$ cat src/rtl/light_monitor.sv
// light_monitor: conflict monitor between the intersection light controller and the lamp
// driver. Samples the street A/B light codes every cycle, checks for illegal codes,
// conflicting right-of-way, illegal colour transitions and yellow duration, and on the
// first violation latches a fault and drives a flash signal used to force flashing red.
//
// Ports:
//   clk          - clock, rising edge
//   rst_n        - asynchronous active-low reset
//   La, Lb       - street A/B light codes (10 green, 01 yellow, 00 red, 11 illegal)
//   fault_clr    - clear request; honoured only in FAULT with both streets red
//   fault        - sticky fault flag
//   fault_code   - cause of latched fault (0 none, 1 illegal code, 2 conflict,
//                  3 illegal transition, 4 short yellow, 5 long yellow)
//   fault_street - street that caused the fault (0 = A, 1 = B)
//   flash        - flash drive, toggles every FLASH_HALF cycles while in FAULT
module light_monitor #(
    parameter int unsigned YELLOW_MIN = 500001,
    parameter int unsigned YELLOW_MAX = 600000,
    parameter int unsigned FLASH_HALF = 25000000,
    parameter int unsigned CNT_W      = 32
) (
    input  logic       clk,
    input  logic       rst_n,
    input  logic [1:0] La,
    input  logic [1:0] Lb,
    input  logic       fault_clr,
    output logic       fault,
    output logic [2:0] fault_code,
    output logic       fault_street,
    output logic       flash
);

    localparam logic [1:0] Red    = 2'b00;
    localparam logic [1:0] Yellow = 2'b01;
    localparam logic [1:0] Green  = 2'b10;
    localparam logic [1:0] Bad    = 2'b11;

    localparam logic [CNT_W-1:0] YMin      = CNT_W'(YELLOW_MIN);
    localparam logic [CNT_W-1:0] YMax      = CNT_W'(YELLOW_MAX);
    localparam logic [CNT_W-1:0] YSat      = CNT_W'(YELLOW_MAX + 1);
    localparam logic [CNT_W-1:0] FlashLast = CNT_W'(FLASH_HALF - 1);

    typedef enum logic [0:0] {StMonitor, StFault} state_e;

    state_e           state;
    logic [1:0]       prev_a, prev_b;
    logic [CNT_W-1:0] ycnt_a, ycnt_b;
    logic [CNT_W-1:0] flash_cnt;

    logic [2:0] code_a, code_b;
    logic       conflict;
    logic [2:0] viol_code;
    logic       viol_street;
    logic       clear_ok;

    // Per-street checks except conflict; lowest code wins within the street.
    function automatic logic [2:0] street_check(input logic [1:0]       cur,
                                                input logic [1:0]       prv,
                                                input logic [CNT_W-1:0] ycnt);
        logic [2:0] code;
        code = 3'd0;
        if (cur == Bad) begin
            code = 3'd1;
        end else if ((prv == Green  && cur == Red)    ||
                     (prv == Yellow && cur == Green)  ||
                     (prv == Red    && cur == Yellow)) begin
            code = 3'd3;
        end else if (prv == Yellow && cur == Red && ycnt < YMin) begin
            code = 3'd4;
        end else if (cur == Yellow && ycnt == YMax) begin
            code = 3'd5;
        end
        return code;
    endfunction

    function automatic logic [CNT_W-1:0] ycnt_next(input logic [1:0]       cur,
                                                   input logic [1:0]       prv,
                                                   input logic [CNT_W-1:0] ycnt);
        logic [CNT_W-1:0] nxt;
        nxt = '0;
        if (cur == Yellow) begin
            if (prv != Yellow) begin
                nxt = CNT_W'(1);
            end else if (ycnt != YSat) begin
                nxt = ycnt + CNT_W'(1);
            end else begin
                nxt = ycnt;
            end
        end
        return nxt;
    endfunction

    always_comb begin
        code_a      = street_check(La, prev_a, ycnt_a);
        code_b      = street_check(Lb, prev_b, ycnt_b);
        conflict    = (La != Red) && (Lb != Red);
        viol_code   = 3'd0;
        viol_street = 1'b0;
        // Candidates in A-first order; strict less-than keeps street A on equal codes.
        if (code_a != 3'd0) begin
            viol_code   = code_a;
            viol_street = 1'b0;
        end
        if (conflict && (viol_code == 3'd0 || viol_code > 3'd2)) begin
            viol_code   = 3'd2;
            viol_street = 1'b0;
        end
        if (code_b != 3'd0 && (viol_code == 3'd0 || code_b < viol_code)) begin
            viol_code   = code_b;
            viol_street = 1'b1;
        end
        clear_ok = fault_clr && (La == Red) && (Lb == Red);
    end

    always_ff @(posedge clk or negedge rst_n) begin
        if (!rst_n) begin
            state        <= StMonitor;
            prev_a       <= Red;
            prev_b       <= Red;
            ycnt_a       <= '0;
            ycnt_b       <= '0;
            flash_cnt    <= '0;
            fault        <= 1'b0;
            fault_code   <= 3'd0;
            fault_street <= 1'b0;
            flash        <= 1'b0;
        end else begin
            unique case (state)
                StMonitor: begin
                    prev_a <= La;
                    prev_b <= Lb;
                    ycnt_a <= ycnt_next(La, prev_a, ycnt_a);
                    ycnt_b <= ycnt_next(Lb, prev_b, ycnt_b);
                    if (viol_code != 3'd0) begin
                        state        <= StFault;
                        fault        <= 1'b1;
                        fault_code   <= viol_code;
                        fault_street <= viol_street;
                        flash_cnt    <= '0;
                        flash        <= 1'b1;
                    end
                end
                StFault: begin
                    // prev/ycnt frozen; first fault held until an all-red clear.
                    if (clear_ok) begin
                        state        <= StMonitor;
                        prev_a       <= Red;
                        prev_b       <= Red;
                        ycnt_a       <= '0;
                        ycnt_b       <= '0;
                        flash_cnt    <= '0;
                        fault        <= 1'b0;
                        fault_code   <= 3'd0;
                        fault_street <= 1'b0;
                        flash        <= 1'b0;
                    end else if (flash_cnt == FlashLast) begin
                        flash_cnt <= '0;
                        flash     <= ~flash;
                    end else begin
                        flash_cnt <= flash_cnt + CNT_W'(1);
                    end
                end
                default: state <= StMonitor;
            endcase
        end
    end

endmodule

$ cat config.mk
export PLATFORM = sky130hd
export DESIGN_NAME = light_monitor
export DESIGN_NICKNAME = d
export VERILOG_FILES = /design/src/rtl/light_monitor.sv
export SDC_FILE = /design/constraint.sdc
export NUM_CORES = 1
export LEC_CHECK = 0
export CORE_AREA = 2 2 105 132
export CTS_CLUSTER_SIZE = 12
export DETAILED_ROUTE_END_ITERATION = 12
export DIE_AREA = 0 0 107 134
export GPL_TIMING_DRIVEN = 0
export PLACE_DENSITY_LB_ADDON = 0.08
export SETUP_SLACK_MARGIN = 0.3
export SLEW_MARGIN = 20
export SYNTH_ARGS = -nofsm -noshare
export SYNTH_HDL_FRONTEND = slang
export SYNTH_SLANG_ARGS = --single-unit
$ cat constraint.sdc
create_clock -name clk -period 4.5 [get_ports clk]
set_input_delay 0.9 -clock clk [delete_from_list [all_inputs] [get_ports clk]]
set_output_delay 0.9 -clock clk [all_outputs]
set_load 0.01 [all_outputs]
==> flow_summary.yaml <==
outcome:
  outcome: "complete, no violations"
synth:
  netlist_area_mm2: 0.00643
  synth_top_area_cell: "dfrtp_1"
  synthArstFlopShare: 1.00
  yosysWarnings: 0
  synthCells: 748
  ys_seq_area_frac: 0.417
  synth_edf_count: 0
  synth_nets: 764
  avgSynthCellArea_um2: 8.59
  synth_top_cell_area_share: 0.417
  synth_seq_cells: 107
  ys_top_cells_by_area: "dfrtp_1 (42%), nor2_1 (4.9%), o21ai_0 (4.7%)"
  ys_dominant_reg_cell: "dfrtp_1"
  synth_cell_types: 66
cts:
  post_cts_buffers: 0
  clkLatencyLatePin_ps: 350
  cts-htree-levels: 3
  cts_made_buffers: 9
  cts_num_sinks: 107
  cts.clk_slew.worst_paths_ps: 70
  clockRootBuffer: "clkbuf_16"
  cts_buffer_depth: 2
  cts_tree: "yes"
global_route:
  antenna_found_initial: 0
  grt_start_max_net_pins: 77
  track_usage: 0.228
  grt_overflow: 0
  grt_pass1_vias: 5467
  grt_pass1_wl_um: 26500
sta:
  max-slew-margin-rel: 0.339
  min_period_ps: 4010
  max_freq_mhz: 249
  fin_tns_setup_ps: 0
  max_slew.worst_pin.slew_ps: 984
  final_hold_viol_count: 0
  fin_crit_sh: 0.892
  finalSetupViolations: 0
  rsz0062_at_grt: "false"
  drv_slew: 0
  worst_clock_skew_ps: 7.38
  timing.final.ws_setup_ps: 488
placement:
  pre_cts_slack_ps: -94.5
  dp.cells: 931
  gp_congestion: 0.878
  port_buffers: 11
  dp_hpwl_um: 11300
finish:
  fill_cells: 1234
  nNetsFinal: 787
  fin_cells: 947
  diodes: 0
  seq_area_mm2: 0.00268
  multiInputGateArea_mm2: 0.00353
  syn2layout_area_growth_pct: 10.5
  drive_gt1_frac: 0.0567
power_and_ir_drop:
  cellPowerDensity_mw_per_mm2: 364
  total_power_w: 0.00258
  leakage_nw: 2.97
  ir_drop_uv: 212
worst_setup_path:
  cp_max_fo: 10
  cp.required_ps: 4700
  critical_path_class: "in -> reg"
  cp.arrival_ps: 4210
  crit_path_end_kind: "flip-flop"
  cp-start-kind: "primary input"
detailed_routing:
  ant_nets: 0
  drc: 0
  wl_um: 15800
  viasPerCell: 6.02
  drt-initial-drc-count: 285
  firstDrtPassIters: 5
  vias: 5701
  routedWlPerCell_um: 16.7
hold_path:
  hold_class: "in -> async"
floorplan:
  die_w_um: 107
  dieArea_mm2: 0.0143
  dieHeight_um: 134
  rows: 47
  io_pins: 13
  start_util: 0.490
  core_mm2: 0.0131
flow_run:
  cap_violations: 0
## through the flow
stage	util	area, µm²	hold slack, ps
after floorplan	-	6430	443
after global placement	0.515	6750	461
after detailed placement	0.517	6780	472
after CTS	0.539	7070	426
after global routing	0.541	7100	438
final	0.541	7100	419
## area by class of cell
cell class              count  share of cell area
flip-flops and latches    107               0.377
multi-input cells         585               0.498
repair buffers             12              0.0196
inverters                  22              0.0116
plain buffers              34              0.0222
clock inverters             5             0.00740
clock buffers              11              0.0342
well taps                 171              0.0301
## synthesized netlist by cell type (3+ instances only)
cell type  count
nand2b_1       4
a41oi_1        6
clkbuf_1      26
or3_1          6
o211ai_1       6
inv_1         21
mux2i_1        3
nand3_1       49
xor2_1        19
dfrtp_1      107
o2bb2ai_1      5
o22ai_1        4
nor3b_1        3
nor4b_1        5
nor3_1        20
buf_2          5
buf_6          3
o21ai_0       60
nor4bb_1       4
and3_1        27
a21oi_1       41
and2_1        14
a31oi_1       19
nand2_1       65
o21a_1        13
ha_1           9
nor4_1        17
and4_1         7
nor2_1        84
xnor2_1       23
nor2b_1        5
a2bb2oi_1      4
nand4_1       18
## metal layers
metal	up-vias	GRT usage	part of all wire
met5	-	0	0
met4	0	0.0830	0.021
met3	25	0.0258	0.026
met2	106	0.397	0.49
met1	2793	0.293	0.46
li1	2777	-	-
## placed cells by master (no fill, tap or decap), drive strengths merged, types with 3 or more instances in the layout
| cell type | Yosys | routed |
|---|---|---|
| a21oi | 41 | 41 |
| a2bb2oi | 4 | 4 |
| a31oi | 19 | 19 |
| a41oi | 6 | 6 |
| and2 | 14 | 14 |
| and3 | 27 | 27 |
| and4 | 7 | 7 |
| buf | 8 | 10 |
| clkbuf | 26 | 37 |
| clkdlybuf4s50 | 0 | 10 |
| clkinv | 0 | 3 |
| dfrtp | 107 | 107 |
| ha | 9 | 9 |
| inv | 22 | 22 |
| mux2i | 3 | 3 |
| nand2 | 65 | 65 |
| nand2b | 4 | 4 |
| nand3 | 50 | 50 |
| nand4 | 18 | 18 |
| nor2 | 84 | 84 |
| nor2b | 5 | 5 |
| nor3 | 21 | 21 |
| nor3b | 3 | 3 |
| nor4 | 19 | 19 |
| nor4b | 6 | 6 |
| nor4bb | 4 | 4 |
| o211ai | 7 | 7 |
| o21a | 13 | 13 |
| o21ai | 62 | 62 |
| o22ai | 4 | 4 |
| o2bb2ai | 5 | 5 |
| or3 | 6 | 6 |
| xnor2 | 23 | 23 |
| xor2 | 19 | 19 |
## sequential cells by signal, summed over array words and instances (netlist names)
register / count
fault_code: 3
ycnt_b: 32
ycnt_a: 32
state: 1
prev_a: 2
flash_cnt: 32
fault: 1
flash: 1
fault_street: 1
prev_b: 2
## where the power goes
part	total, W	internal, W	switching, W	leakage (nW)
clock network	0.000792	0.000444	0.000348	0.145
registers	0.00120	0.00107	0.000131	1.46
logic	0.000596	0.000256	0.000340	1.37
total	0.00258	0.00176	0.000819	2.97
## kinds of logic (layout without fill, tap and decap cells)
logic type	Yosys count	count (layout)	synth area share
DFF	107	107	0.417
buffers and inverters	56	84	0.0372
xor gates and xnor gates	42	42	0.0572
muxes	3	3	0.00467
AOI/OAI and AO/OA	187	187	0.187
adders and majority gates	9	9	0.0175
and+or+nand+nor	344	344	0.280
## worst max-delay path: stages
cell	delay [ps]
clkdlybuf4s50_1	560
or2_1	400
a2111oi_4	410
o21ai_2	140
nor2_1	120
ha_1	250
o21a_1	120
nor2_2	160
a41oi_1	80
o31a_1	190
a211o_1	380
o211ai_4	180
buf_6	210
mux2i_1	90
## timing repair
action / in CTS / in global routing
resized for setup: 2 / 10
hold buffers: 0 / 0
endpoints found under the setup margin: 9 / 35
hold endpoints to repair: 0 / 0
pin swaps: 0 / 0
## worst paths after layout
kind / start / cells past startpoint / to / slack [ps]
worst min register to register: flash_cnt[21] / 1 / flash_cnt[21] / 490
worst max-delay path: Lb[1] / 14 / flash_cnt[0] / 490
max in group asynchronous: rst_n / 2 / ycnt_a[23] / 3410
worst max register to register: ycnt_b[0] / 16 / flash_cnt[0] / 740
min in group clk: flash_cnt[21] / 1 / flash_cnt[21] / 490
worst min-delay path: rst_n / 1 / ycnt_b[22] / 420
Note: power is estimated with default switching activity, not from simulation.
